<file path="config.mk">
export PLATFORM = sky130hd
export DESIGN_NAME = sync_fifo_param_flat
export DESIGN_NICKNAME = d
export VERILOG_FILES = /design/src/rtl/sync_fifo_param_if.sv /design/src/rtl/sync_fifo_param.sv /design/src/flat_wrapper.sv
export SDC_FILE = /design/constraint.sdc
export NUM_CORES = 1
export LEC_CHECK = 0
export BUFFER_PORTS_ARGS = -buffer_cell sky130_fd_sc_hd__buf_2
export CAP_MARGIN = 20
export CORE_MARGIN = 10
export CORE_UTILIZATION = 41
export DETAILED_ROUTE_END_ITERATION = 12
export PLACE_DENSITY = 0.59
export SYNTH_ARGS = -nofsm -noshare
export SYNTH_HDL_FRONTEND = slang
export SYNTH_SLANG_ARGS = --single-unit
</file>
<file path="constraint.sdc">
create_clock -name clk -period 3.6 [get_ports clk]
set_clock_uncertainty 0.15 [all_clocks]
set_input_delay 0.54 -clock clk [delete_from_list [all_inputs] [get_ports clk]]
set_output_delay 0.54 -clock clk [all_outputs]
set_load 0.005 [all_outputs]
</file>
<file path="src/rtl/sync_fifo_param_if.sv">
// Producer/consumer side of sync_fifo_param: write/read requests, data, occupancy and error flags.
// master drives requests and write data; slave is the FIFO itself.
interface sync_fifo_param_if #(
  parameter int DATA_WIDTH = 8,
  parameter int DEPTH      = 16
);
  localparam int CW = $clog2(DEPTH) + 1;

  logic [DATA_WIDTH-1:0] buf_in;
  logic                  wr_en;
  logic                  rd_en;
  logic                  clr_err;
  logic [DATA_WIDTH-1:0] buf_out;
  logic                  rd_valid;
  logic                  buf_empty;
  logic                  buf_full;
  logic                  almost_empty;
  logic                  almost_full;
  logic [CW-1:0]         fifo_counter;
  logic                  overflow;
  logic                  underflow;

  modport master (
    output buf_in, wr_en, rd_en, clr_err,
    input  buf_out, rd_valid, buf_empty, buf_full, almost_empty, almost_full,
           fifo_counter, overflow, underflow
  );

  modport slave (
    input  buf_in, wr_en, rd_en, clr_err,
    output buf_out, rd_valid, buf_empty, buf_full, almost_empty, almost_full,
           fifo_counter, overflow, underflow
  );
endinterface

</file>
<file path="src/rtl/sync_fifo_param.sv">
// Parametrised single-clock FIFO; read latency 1 cycle (standard) or 0 (FWFT, word shown the cycle after it is written).
// Backpressure via buf_full/buf_empty; rejected writes/reads leave state untouched and set sticky overflow/underflow.
module sync_fifo_param #(
  parameter int DATA_WIDTH = 8,
  parameter int DEPTH      = 16,
  parameter int AF_THRESH  = DEPTH - 2,
  parameter int AE_THRESH  = 2,
  parameter int FWFT       = 0
) (
  input  logic             clk,
  input  logic             rst,
  sync_fifo_param_if.slave bus
);
  localparam int AW = $clog2(DEPTH);
  localparam int CW = AW + 1;
  localparam logic [CW-1:0] FULL_LVL = CW'(DEPTH);
  localparam logic [CW-1:0] AF_LVL   = CW'(AF_THRESH);
  localparam logic [CW-1:0] AE_LVL   = CW'(AE_THRESH);

  if ((DEPTH < 4) || ((DEPTH & (DEPTH - 1)) != 0)) begin : g_bad_depth
    $error("sync_fifo_param: DEPTH must be a power of two and at least 4");
  end
  if ((AF_THRESH < 1) || (AF_THRESH > DEPTH)) begin : g_bad_af
    $error("sync_fifo_param: AF_THRESH out of range 1..DEPTH");
  end
  if ((AE_THRESH < 0) || (AE_THRESH > DEPTH - 1)) begin : g_bad_ae
    $error("sync_fifo_param: AE_THRESH out of range 0..DEPTH-1");
  end
  if ((FWFT != 0) && (FWFT != 1)) begin : g_bad_fwft
    $error("sync_fifo_param: FWFT must be 0 or 1");
  end

  logic [DATA_WIDTH-1:0] mem [DEPTH];
  logic [AW-1:0]         wr_ptr, rd_ptr;
  logic [CW-1:0]         count, count_nxt;
  logic                  rd_acc, wr_acc;
  logic                  empty_q, full_q, ae_q, af_q, ovf_q, udf_q;

  // A read on a full FIFO frees the slot the concurrent write lands in.
  assign rd_acc = bus.rd_en & ~empty_q;
  assign wr_acc = bus.wr_en & (~full_q | rd_acc);

  always_comb begin
    count_nxt = count;
    case ({wr_acc, rd_acc})
      2'b10:   count_nxt = count + CW'(1);
      2'b01:   count_nxt = count - CW'(1);
      default: count_nxt = count;
    endcase
  end

  always_ff @(posedge clk or negedge rst) begin
    if (!rst) begin
      wr_ptr  <= '0;
      rd_ptr  <= '0;
      count   <= '0;
      empty_q <= 1'b1;
      full_q  <= 1'b0;
      ae_q    <= 1'b1;
      af_q    <= 1'b0;
      ovf_q   <= 1'b0;
      udf_q   <= 1'b0;
    end else begin
      if (wr_acc) wr_ptr <= wr_ptr + AW'(1);
      if (rd_acc) rd_ptr <= rd_ptr + AW'(1);
      count   <= count_nxt;
      empty_q <= (count_nxt == '0);
      full_q  <= (count_nxt == FULL_LVL);
      ae_q    <= (count_nxt <= AE_LVL);
      af_q    <= (count_nxt >= AF_LVL);
      // New errors take priority over a same-cycle clear.
      ovf_q   <= (ovf_q & ~bus.clr_err) | (bus.wr_en & ~wr_acc);
      udf_q   <= (udf_q & ~bus.clr_err) | (bus.rd_en & ~rd_acc);
    end
  end

  always_ff @(posedge clk) begin
    if (wr_acc) mem[wr_ptr] <= bus.buf_in;
  end

  if (FWFT == 0) begin : g_std
    logic [DATA_WIDTH-1:0] dout_q;
    logic                  vld_q;

    always_ff @(posedge clk or negedge rst) begin
      if (!rst) begin
        dout_q <= '0;
        vld_q  <= 1'b0;
      end else begin
        vld_q <= rd_acc;
        if (rd_acc) dout_q <= mem[rd_ptr];
      end
    end

    assign bus.buf_out  = dout_q;
    assign bus.rd_valid = vld_q;
  end else begin : g_fwft
    // Head word is shown directly; forced to zero while empty so reset reads back 0.
    assign bus.buf_out  = empty_q ? '0 : mem[rd_ptr];
    assign bus.rd_valid = ~empty_q;
  end

  assign bus.buf_empty    = empty_q;
  assign bus.buf_full     = full_q;
  assign bus.almost_empty = ae_q;
  assign bus.almost_full  = af_q;
  assign bus.fifo_counter = count;
  assign bus.overflow     = ovf_q;
  assign bus.underflow    = udf_q;
endmodule

</file>
<file path="src/flat_wrapper.sv">
// flat-port wrapper written by rule: the top's interface ports become plain ports
module sync_fifo_param_flat 
#(
  parameter int DATA_WIDTH = 8,
  parameter int DEPTH      = 16,
  parameter int AF_THRESH  = DEPTH - 2,
  parameter int AE_THRESH  = 2,
  parameter int FWFT       = 0
)
  (clk, rst, bus_buf_in, bus_wr_en, bus_rd_en, bus_clr_err, bus_buf_out, bus_rd_valid, bus_buf_empty, bus_buf_full, bus_almost_empty, bus_almost_full, bus_fifo_counter, bus_overflow, bus_underflow);
  sync_fifo_param_if #(.DATA_WIDTH(DATA_WIDTH), .DEPTH(DEPTH)) bus_i ();
  input  logic clk;
  input  logic rst;
  input wire logic [$bits(bus_i.buf_in)-1:0] bus_buf_in;
  input wire logic [$bits(bus_i.wr_en)-1:0] bus_wr_en;
  input wire logic [$bits(bus_i.rd_en)-1:0] bus_rd_en;
  input wire logic [$bits(bus_i.clr_err)-1:0] bus_clr_err;
  output wire logic [$bits(bus_i.buf_out)-1:0] bus_buf_out;
  output wire logic [$bits(bus_i.rd_valid)-1:0] bus_rd_valid;
  output wire logic [$bits(bus_i.buf_empty)-1:0] bus_buf_empty;
  output wire logic [$bits(bus_i.buf_full)-1:0] bus_buf_full;
  output wire logic [$bits(bus_i.almost_empty)-1:0] bus_almost_empty;
  output wire logic [$bits(bus_i.almost_full)-1:0] bus_almost_full;
  output wire logic [$bits(bus_i.fifo_counter)-1:0] bus_fifo_counter;
  output wire logic [$bits(bus_i.overflow)-1:0] bus_overflow;
  output wire logic [$bits(bus_i.underflow)-1:0] bus_underflow;
  assign bus_i.buf_in = bus_buf_in;
  assign bus_i.wr_en = bus_wr_en;
  assign bus_i.rd_en = bus_rd_en;
  assign bus_i.clr_err = bus_clr_err;
  assign bus_buf_out = bus_i.buf_out;
  assign bus_rd_valid = bus_i.rd_valid;
  assign bus_buf_empty = bus_i.buf_empty;
  assign bus_buf_full = bus_i.buf_full;
  assign bus_almost_empty = bus_i.almost_empty;
  assign bus_almost_full = bus_i.almost_full;
  assign bus_fifo_counter = bus_i.fifo_counter;
  assign bus_overflow = bus_i.overflow;
  assign bus_underflow = bus_i.underflow;
  sync_fifo_param #(.DATA_WIDTH(DATA_WIDTH), .DEPTH(DEPTH), .AF_THRESH(AF_THRESH), .AE_THRESH(AE_THRESH), .FWFT(FWFT)) u_core (.clk(clk), .rst(rst), .bus(bus_i));
endmodule
</file>
Word level (Yosys, flattened, before mapping)
Memory sizes are Yosys's and may differ from the RTL's. A register that Yosys moved wholly into a read port is not among the register bits.
Cells that the tools add are included.
{ "op_classes": {"add_sub_neg": 4, "magnitude_cmp": 2, "n_eq_ne": 3, "n_mux": 3, "bitwise_logic": 14, "n_reduce_logical": 2} }
{ "ops": {"columns": ["op", "n"], "rows": [
  ["case mux 5 bit (2 select lines)", 1],
  ["adder 4 x 1 -> 4 bit (second input constant)", 2],
  ["AND 1 bit", 6],
  ["adder 5 x 1 -> 5 bit (second input constant)", 1],
  ["== test 5 bit (second input constant)", 1],
  ["greater-or-equal comparator 5 x 4 -> 1 bit (second input constant)", 1],
  ["<= comparator 5 x 2 -> 1 bit (second input constant)", 1],
  ["zero test 5 bit", 1],
  ["NOT 1 bit", 5],
  ["subtractor 5 x 1 -> 5 bit (second input constant)", 1],
  ["OR 1 bit", 3],
  ["== test 2 x 1 -> 1 bit (second input constant)", 1],
  ["== test 2 bit (second input constant)", 1],
  ["2-to-1 mux 1 bit", 2],
  ["zero test 1 bit", 1]
]} }
{ "word_totals": {"reg_bits": 20, "ramBits": 128, "inputBits": 13, "output_inout_bits": 20, "word_cells": 39, "n_memories": 1} }
{ "memory_table": {"columns": ["memory", "depth", "word_bits", "rd", "rd_ports_with_merged_regs", "write_ports", "line_no", "rtl"], "rows": [
  ["u_core.mem", 16, 8, 1, 1, 1, "sync_fifo_param.sv:33", "logic [DATA_WIDTH-1:0] mem [DEPTH];"]
]} }

Depth between registers and ports, before layout
Gate-level depths: netlist of the first run.
{ "logic_depth": {"word_depth": 7, "mapped_depth": 12, "ltp_nobuf": 11} }

Worst setup path after synthesis of the first run
No wires, ideal clock.
{ "synth_timing": {"kind": "input -> register", "from": "in bus_rd_en", "to": "reg u_core.ae_q (netlist: u_core.bus.almost_empty)", "setup_ns": 0.122, "arrival_ns": 2.755, "required_time_ns": 3.328, "slack_ns": 0.574, "path_stages": 12, "n_path_buf": 1, "cell_sequence": "nand2b_1 a21boi_1 inv_1 ha_1 buf_2 xor2_1 ha_1 a21oi_1 mux2i_1 xor2_1 inv_1 a2111oi_0"} }
{ "synth_via": {"elab_chain_len": 6, "elab_cells_between_ends": 7, "cone_classes": "order compare (1); eq/ne (2); mux (1); bitwise (3)"} }
{ "synth_lines": {"columns": ["element", "line_no", "rtl"], "rows": [
  ["from (decl)", "flat_wrapper.sv:16", "input wire logic [$bits(bus_i.rd_en)-1:0] bus_rd_en;"],
  ["AND 1 bit (*)", "sync_fifo_param.sv:40", "assign rd_acc = bus.rd_en & ~empty_q;"],
  ["OR 1 bit", "sync_fifo_param.sv:41", "assign wr_acc = bus.wr_en & (~full_q | rd_acc);"],
  ["AND 1 bit", "sync_fifo_param.sv:41", null],
  ["== test 2 x 1 -> 1 bit or == test 2 bit (tied branches)", "sync_fifo_param.sv:45", "case ({wr_acc, rd_acc})"],
  ["case mux 5 bit (2 select lines) (*)", "sync_fifo_param.sv:45", null],
  ["named net u_core.count_nxt[2]", "sync_fifo_param.sv:35", "logic [CW-1:0] count, count_nxt;"],
  ["<= comparator 5 x 2 -> 1 bit (*)", "sync_fifo_param.sv:69", "ae_q <= (count_nxt <= AE_LVL);"],
  ["to (signal assigned)", "sync_fifo_param.sv:69", null],
  ["to (decl)", "sync_fifo_param.sv:37", "logic empty_q, full_q, ae_q, af_q, ovf_q, udf_q;"]
]} }
Mark *: on every way through the listed nets, which the timed path passes. The rest lies on a longest branch.
A chain may end at the register's enable or synchronous reset.

Worst setup path after layout of the first run
{ "layout_timing": {"from": "reg u_core.empty_q (netlist: u_core.bus.buf_empty)", "to": "reg u_core.ae_q (netlist: u_core.bus.almost_empty)"} }
{ "layout_via": {"elab_chain_len": 7, "elab_cells_between_ends": 8, "cone_classes": "order compare (1); eq/ne (2); mux (1); bitwise (4)"} }
{ "layout_lines": {"columns": ["element", "line_no", "rtl"], "rows": [
  ["from (decl)", "sync_fifo_param.sv:37", null],
  ["from (signal assigned)", "sync_fifo_param.sv:67", "empty_q <= (count_nxt == '0);"],
  ["NOT 1 bit (*)", "sync_fifo_param.sv:40", null],
  ["AND 1 bit (*)", "sync_fifo_param.sv:40", null],
  ["named net u_core.rd_acc", "sync_fifo_param.sv:36", "logic rd_acc, wr_acc;"],
  ["OR 1 bit", "sync_fifo_param.sv:41", null],
  ["AND 1 bit", "sync_fifo_param.sv:41", null],
  ["== test 2 x 1 -> 1 bit or == test 2 bit (tied branches)", "sync_fifo_param.sv:45", null],
  ["case mux 5 bit (2 select lines) (*)", "sync_fifo_param.sv:45", null],
  ["named net u_core.count_nxt[2]", "sync_fifo_param.sv:35", null],
  ["<= comparator 5 x 2 -> 1 bit (*)", "sync_fifo_param.sv:69", null]
]} }
Marks and branches as above.

==> key figures, run 1 <==
GRT
  – Tot GR Track Use: 12.5%
  – Largest net degree at the start of global routing: 36
  – Congestion Overflow GR: 0
  – Vias in the first global route: 3254
  – Initial antenna violation count: 0
  – First-pass GRT wire length: 18900 um

Logic synthesis
  – Top cells by area, synth: edfxtp_1 (61%), dfrtp_1 (10%), mux4_2 (8.2%)
  – Syn_area_per_cell: 18.8 um^2
  – Synthesis-stage register bit count: 156
  – Synth Net Count: 356
  – Post-synthesis cell count: 335
  – Cell area after synthesis: 0.00630 mm^2
  – Post-synth top area share: 61.0%
  – YS warnings: 0
  – Seq/Total Area, Yosys: 72.2%
  – Synth area leader: edfxtp_1
  – Yosys cell types: 39

Clock network
  – Clk sinks: 156
  – Max Buffers Root-to-Sink: 2
  – H-tree levels: 4
  – PostCTS Resize Cnt: 0
  – CTS tree: done
  – Clock-pin slew on the worst setup and hold paths: 0.06 ns
  – Post-CTS setup buffers: 0
  – Num CTS Buffers: 17
  – CTS Root Cell: clkbuf_16
  – Worst-skew pair later-pin latency: 0.42 ns
  – Hold Buf Count CTS: 0

Route
  – Mean number of vias per cell: 5.30
  – Final wirelength: 12200 um
  – Final ANT Viol Nets: 0
  – Residual DRC count: 0
  – Routed vias: 3071
  – DRT iter0 DRCs: 197
  – DRT Pass-1 Iters: 4
  – WL per Instance: 21.0 um

Die
  – Starting Density: 41.6%
  – Placement Rows: 45
  – Core area: 0.0151 mm^2
  – Die Height: 144 um
  – Die Area: 0.0207 mm^2
  – # IOs: 33
  – Die X-Extent: 144 um

Worst setup path
  – CP cell instances: nand2b_1 -> buf_4 -> inv_1 -> ha_1 -> xor2_1 -> ha_1 -> a21oi_1 -> mux2i_1 -> xor2_1 -> inv_1 -> a2111oi_0
  – Crit-path max cell delay: 0.53 ns
  – RR Startpoint: u_core.bus.buf_empty$_DFF_PN1_
  – Reg2reg path depth: 11
  – Worst setup path class: flop to flop
  – Worst reg2reg path endpoint: u_core.bus.almost_empty$_DFF_PN1_
  – Critical path's top delay family: adder cells
  – Worst-path maximum fanout: 20
  – CP arrival: 3.23 ns
  – Critical Path Sink Type: flop
  – CP bufs+invs: 3
  – CP Launch Type: flop
  – Reg2reg setup slack: 0.51 ns
  – WP data required: 3.74 ns
  – CP max stage cell: dfstp_2

Final layout
  – Register area: 0.00455 mm^2
  – Combined area of the multi-input logic cells: 0.00161 mm^2
  – Post-layout nets: 399
  – Design Area, Final: 0.00729 mm^2
  – Fillers: 1267
  – Final core occ: 48.1%
  – Layout cells sized above 1: 27.6%
  – Synth-to-Final Area Change: 15.7%
  – Post-route insts no fill: 579
  – ANT cells: 0

STA
  – Final Hold Fails: 26
  – Unrepaired setup endpoints after global routing: no
  – Setup-failing EPs final: 0
  – Fmax: 324 MHz
  – Setup TNS: 0 ns
  – Min Tclk post-route: 3.09 ns
  – Slew Viols, Final: 0
  – Slew headroom: 31.1%
  – Worst slew pin tran: 1.03 ns
  – WHS: -0.00910 ns
  – Final period utilization: 85.8%

Worst hold path
  – Worst Hold Class: primary input to async pin

Placed design
  – Placed insts: 547
  – Placed cell area: 0.00669 mm^2
  – IO buf count: 32
  – Dpl hpwl: 7810 um
  – Gp weighted congestion: 0.730

Outcome
  – Status: complete, but fails checks
  – Failing checks: negative hold slack

Power and ir drop
  – P_leak: 2.58 nW
  – Worst VDD drop: 0.340 mV
  – Pwr per Cell Area: 810 mW/mm^2

Run
  – Max-cap viol count: 0
-- final cells by class --
cell class | instances | share of cell area (%)
clock buffer | 18 | 5.89
inverter | 8 | 0.412
tap | 188 | 3.23
sequential | 156 | 62.4
multi-input combinational | 151 | 22.1
clock inverter | 14 | 2.34
timing repair buffer | 44 | 3.61
-- worst reg2reg max path, cell delays in order (launching register included) --
cell and delay (ns):
dfstp_2 0.53, nand2b_1 0.12, buf_4 0.24, inv_1 0.16, ha_1 0.33, xor2_1 0.21
ha_1 0.23, a21oi_1 0.17, mux2i_1 0.23, xor2_1 0.20, inv_1 0.09, a2111oi_0 0.30
-- placed cells by master (no fill, tap or decap), types with 5 or more instances in the layout --
cell         n
buf_2       32
buf_4       11
xor2_1       5
dfrtp_1     25
ha_1         8
a221o_1      8
edfxtp_1   128
xnor2_1      7
nor2_1      13
mux2i_1     10
nor3_1      15
mux4_1       9
inv_1        8
mux2_2       8
mux4_2      23
clkbuf_16   17
nand2_1     14
-- state kept, by name, indices dropped and copies added (netlist names), 4 cells and up --
signal and cells:
u_core.bus.buf_out 8, u_core.wr_ptr 4, u_core.rd_ptr 4, u_core.bus.fifo_counter 5
u_core.mem 128
-- cell usage after synthesis, drive strengths merged --
master,count
a2111oi,1
a211o,1
a211oi,1
a21boi,1
a21oi,2
a221o,8
a22oi,1
a31o,1
a31oi,1
and2,1
and3,1
buf,11
clkbuf,9
dfrtp,26
dfstp,2
edfxtp,128
ha,8
inv,8
mux2,8
mux2i,10
mux4,32
nand2,14
nand2b,3
nand3,2
nand3b,1
nand4,2
nand4b,1
nor2,13
nor2b,3
nor3,15
nor3b,3
o21ai,4
o31ai,1
xnor2,7
xor2,5
-- cells by family (layout without fill, tap and decap cells) --
family	count (synthesis)	after routing	share of synthesized area, %
mux	50	50	15.0
xor+xnor	12	12	1.67
buf+inv	28	84	2.21
fa+ha+maj	8	8	1.59
simple gates	59	59	4.57
flops	156	156	72.2
compound gates	22	22	2.74
-- metrics by stage --
| step | setup WS [ns] | total power, mW | hold WS, ns |
|---|---|---|---|
| global route | 0.257 | 6.21 | 0.0226 |
| detailed placement | 0.480 | 4.18 | 0.361 |
| global placement | 0.554 | 4.14 | 0.355 |
| finish | 0.512 | 5.90 | -0.00910 |
| floorplan | 0.574 | 3.66 | 0.0944 |
| CTS | 0.511 | 5.97 | 0.00380 |
-- worst max path at each step --
stage / startpoint / endpoint / depth (start not counted)
3_3_place_gp: bus_rd_en / u_core.bus.almost_empty$_DFF_PN1_ / 12
2_1_floorplan: bus_rd_en / u_core.bus.almost_empty$_DFF_PN1_ / 12
4_1_cts: u_core.bus.buf_empty$_DFF_PN1_ / u_core.bus.almost_empty$_DFF_PN1_ / 11
5_1_grt: u_core.bus.buf_empty$_DFF_PN1_ / u_core.bus.buf_full$_DFF_PN0_ / 11
3_5_place_dp: bus_rd_en / u_core.bus.almost_empty$_DFF_PN1_ / 12
6_report: u_core.bus.buf_empty$_DFF_PN1_ / u_core.bus.almost_empty$_DFF_PN1_ / 11
-- power by group --
group / internal [mW] / switching (mW)
clock: 1.09 / 0.695
sequential: 2.26 / 0.288
combinational: 0.793 / 0.778
total: 4.14 / 1.76
-- per-layer routing --
layer  global-route usage [%]  share of wire, %  up-vias
met5                        0                 0        -
met2                     19.7                49       63
met4                     4.78               1.2        0
li1                         -                 -     1413
met3                     3.33               3.7       10
met1                     16.3                46     1585
Power figures use the tool's default switching activity.
==> inputs of run 2 (changes only) <==
--- a/config.mk
+++ b/config.mk
@@ -8,9 +8,11 @@
 export BUFFER_PORTS_ARGS = -buffer_cell sky130_fd_sc_hd__buf_2
 export CAP_MARGIN = 20
 export CORE_MARGIN = 10
-export CORE_UTILIZATION = 41
+export CORE_UTILIZATION = 59
+export CTS_CLUSTER_SIZE = 20
 export DETAILED_ROUTE_END_ITERATION = 12
-export PLACE_DENSITY = 0.59
+export HOLD_SLACK_MARGIN = 0.12
+export PLACE_DENSITY = 0.79
 export SYNTH_ARGS = -nofsm -noshare
 export SYNTH_HDL_FRONTEND = slang
 export SYNTH_SLANG_ARGS = --single-unit
==> key figures, run 2 (synthesis results as in run 1) <==
Worst setup path
  – Reg2reg setup slack: 0.59 ns
  – CP arrival: 3.43 ns
  – WP data required: 3.85 ns
  – CP cell instances: dlygate4sd3_1 -> buf_2 -> nand2b_1 -> a21boi_1 -> inv_1 -> ha_1 -> xor2_1 -> ha_1 -> a21oi_1 -> mux2i_1 -> xor2_1 -> inv_1 -> a2111oi_0
  – Worst setup endpoint: u_core.bus.almost_empty$_DFF_PN1_
  – Worst-path maximum fanout: 10
  – Reg2reg path depth: 10
  – Worst reg2reg path endpoint: u_core.bus.almost_empty$_DFF_PN1_
  – Crit-path max cell delay: 0.52 ns
  – Setup crit start: bus_rd_en
  – CP max stage cell: dlygate4sd3_1
  – Critical Path Sink Type: flop
  – Worst setup path class: primary input to flop
  – RR Startpoint: u_core.bus.buf_empty$_DFF_PN1_
  – CP Launch Type: primary input

Die
  – Placement Rows: 37
  – Die Height: 123 um
  – Die X-Extent: 123 um
  – Die Area: 0.0152 mm^2
  – Core area: 0.0104 mm^2
  – # IOs: 33
  – Starting Density: 60.7%

Route
  – Final ANT Viol Nets: 0
  – DRT Pass-1 Iters: 4
  – Residual DRC count: 0
  – WL per Instance: 23.9 um
  – Mean number of vias per cell: 6.15
  – Routed vias: 3242
  – DRT iter0 DRCs: 269
  – Final wirelength: 12600 um

Placed design
  – Dpl hpwl: 7520 um
  – IO buf count: 32
  – Gp weighted congestion: 0.827

Final layout
  – Post-layout nets: 399
  – Commonest non-fill, non-tap cell in the layout: edfxtp_1
  – Fillers: 634
  – Layout cells sized above 1: 26.6%
  – Combined area of the multi-input logic cells: 0.00161 mm^2
  – Synth-to-Final Area Change: 14.6%
  – Most flop-heavy register: u_core.mem
  – Max FFs per register: 128
  – Final core occ: 69.6%
  – ANT cells: 0
  – Register area: 0.00455 mm^2
  – Most frequent cells in the layout: edfxtp_1 (128), buf_2 (32), dfrtp_1 (25)

STA
  – Fmax: 315 MHz
  – Unrepaired setup endpoints after global routing: no
  – Final period utilization: 88.2%
  – Slew Viols, Final: 0
  – Final Hold Fails: 0
  – Slew headroom: 30.5%
  – Setup-failing EPs final: 0
  – Min Tclk post-route: 3.18 ns
  – Setup TNS: 0 ns
  – Worst slew pin tran: 1.04 ns

GRT
  – Largest net degree at the start of global routing: 36
  – Tot GR Track Use: 17.6%
  – First-pass GRT wire length: 19600 um
  – Congestion Overflow GR: 0
  – Vias in the first global route: 3411
  – Initial antenna violation count: 0

Clock network
  – Clk sinks: 156
  – Worst-skew pair later-pin latency: 0.52 ns
  – CTS tree: done
  – Clock-pin slew on the worst setup and hold paths: 0.06 ns
  – CTS Root Cell: clkbuf_8
  – Max Buffers Root-to-Sink: 2
  – Num CTS Buffers: 17
  – H-tree levels: 4

Power and ir drop
  – Pwr per Cell Area: 816 mW/mm^2
  – Worst VDD drop: 0.626 mV
  – P_leak: 2.58 nW

Worst hold path
  – Worst Hold Class: primary input to flop
  – HP Start: bus_buf_in[6]

Outcome
  – Status: complete, no violations

Run
  – Max-cap viol count: 0
run 2: cell types whose count changed in the layout (fill, tap and decap cells not counted), moves of 2 or more:
cell / before / now
buf_4: 11 / 8
clkinv_1: 2 / 0
clkbuf_1: 1 / 3
clkinv_4: 4 / 1
dlygate4sd3_1: 0 / 4
clkinv_2: 1 / 4
run 2: worst max-delay path, delay by kind of cell:
kind / cells / cell delay [ns]
adder cells (fa/ha/maj): 2 / 0.56
XOR/XNOR: 2 / 0.39
multiplexers: 1 / 0.24
AO/OA/AOI/OAI: 3 / 0.71
buffers and inverters: 4 / 0.82
AND/OR/NAND/NOR: 1 / 0.16
run 2: routing by layer:
metal,wire (um),global-route usage (%),up-vias
li1,-,-,1422
met4,303,8.15,0
met1,4960,21.5,1666
met3,826,4.01,28
met5,0,0,-
met2,6490,29.3,126
run 2: final cells by class:
type	instances	share of cell area, %
inverter	8	0.416
tap	136	2.36
timing repair buffer	44	3.61
clock buffer	20	5.89
sequential	156	63.0
clock inverter	12	2.39
multi-input combinational	151	22.3
run 2: timing repair:
item,CTS,global route
endpoints found under the hold margin,28,0
setup buffers,0,0
hold buffers,4,0
resized for setup,0,0
run 2: how the worst min path moves through the flow:
| stage | to | slack (ns) | cells after the start |
|---|---|---|---|
| after floorplan | u_core.bus.almost_full$_DFF_PN0_ | 0.09 | 0 |
| after global placement | u_core.bus.buf_out[2]$_DFFE_PN0P_ | 0.35 | 1 |
| after detailed placement | u_core.bus.buf_out[2]$_DFFE_PN0P_ | 0.35 | 1 |
| after CTS | u_core.mem[6][6]$_DFFE_PP_ | 0.23 | 1 |
| after global routing | u_core.mem[0][7]$_DFFE_PP_ | 0.25 | 1 |
| final | u_core.mem[11][6]$_DFFE_PP_ | 0.25 | 1 |
run 2: where the power goes:
group | total, mW | leakage, nW | internal [mW] | switching, mW
Combinational | 1.57 | 0.799 | 0.769 | 0.802
Clock | 1.81 | 0.289 | 1.12 | 0.683
Sequential | 2.51 | 1.49 | 2.26 | 0.252
run 2: through the flow:
| stage | std cells | power (mW) | setup slack, ns | hold WS (ns) | instance area [um^2] |
|---|---|---|---|---|---|
| finish | 527 | 5.89 | 0.423 | 0.253 | 7220 |
| global route | 527 | 6.17 | 0.169 | 0.254 | 7220 |
| CTS | 527 | 5.93 | 0.419 | 0.232 | 7220 |
| detailed placement | 491 | 4.10 | 0.449 | 0.349 | 6580 |
| global placement | 491 | 4.03 | 0.574 | 0.345 | 6580 |
| floorplan | 335 | 3.66 | 0.574 | 0.0944 | 6300 |
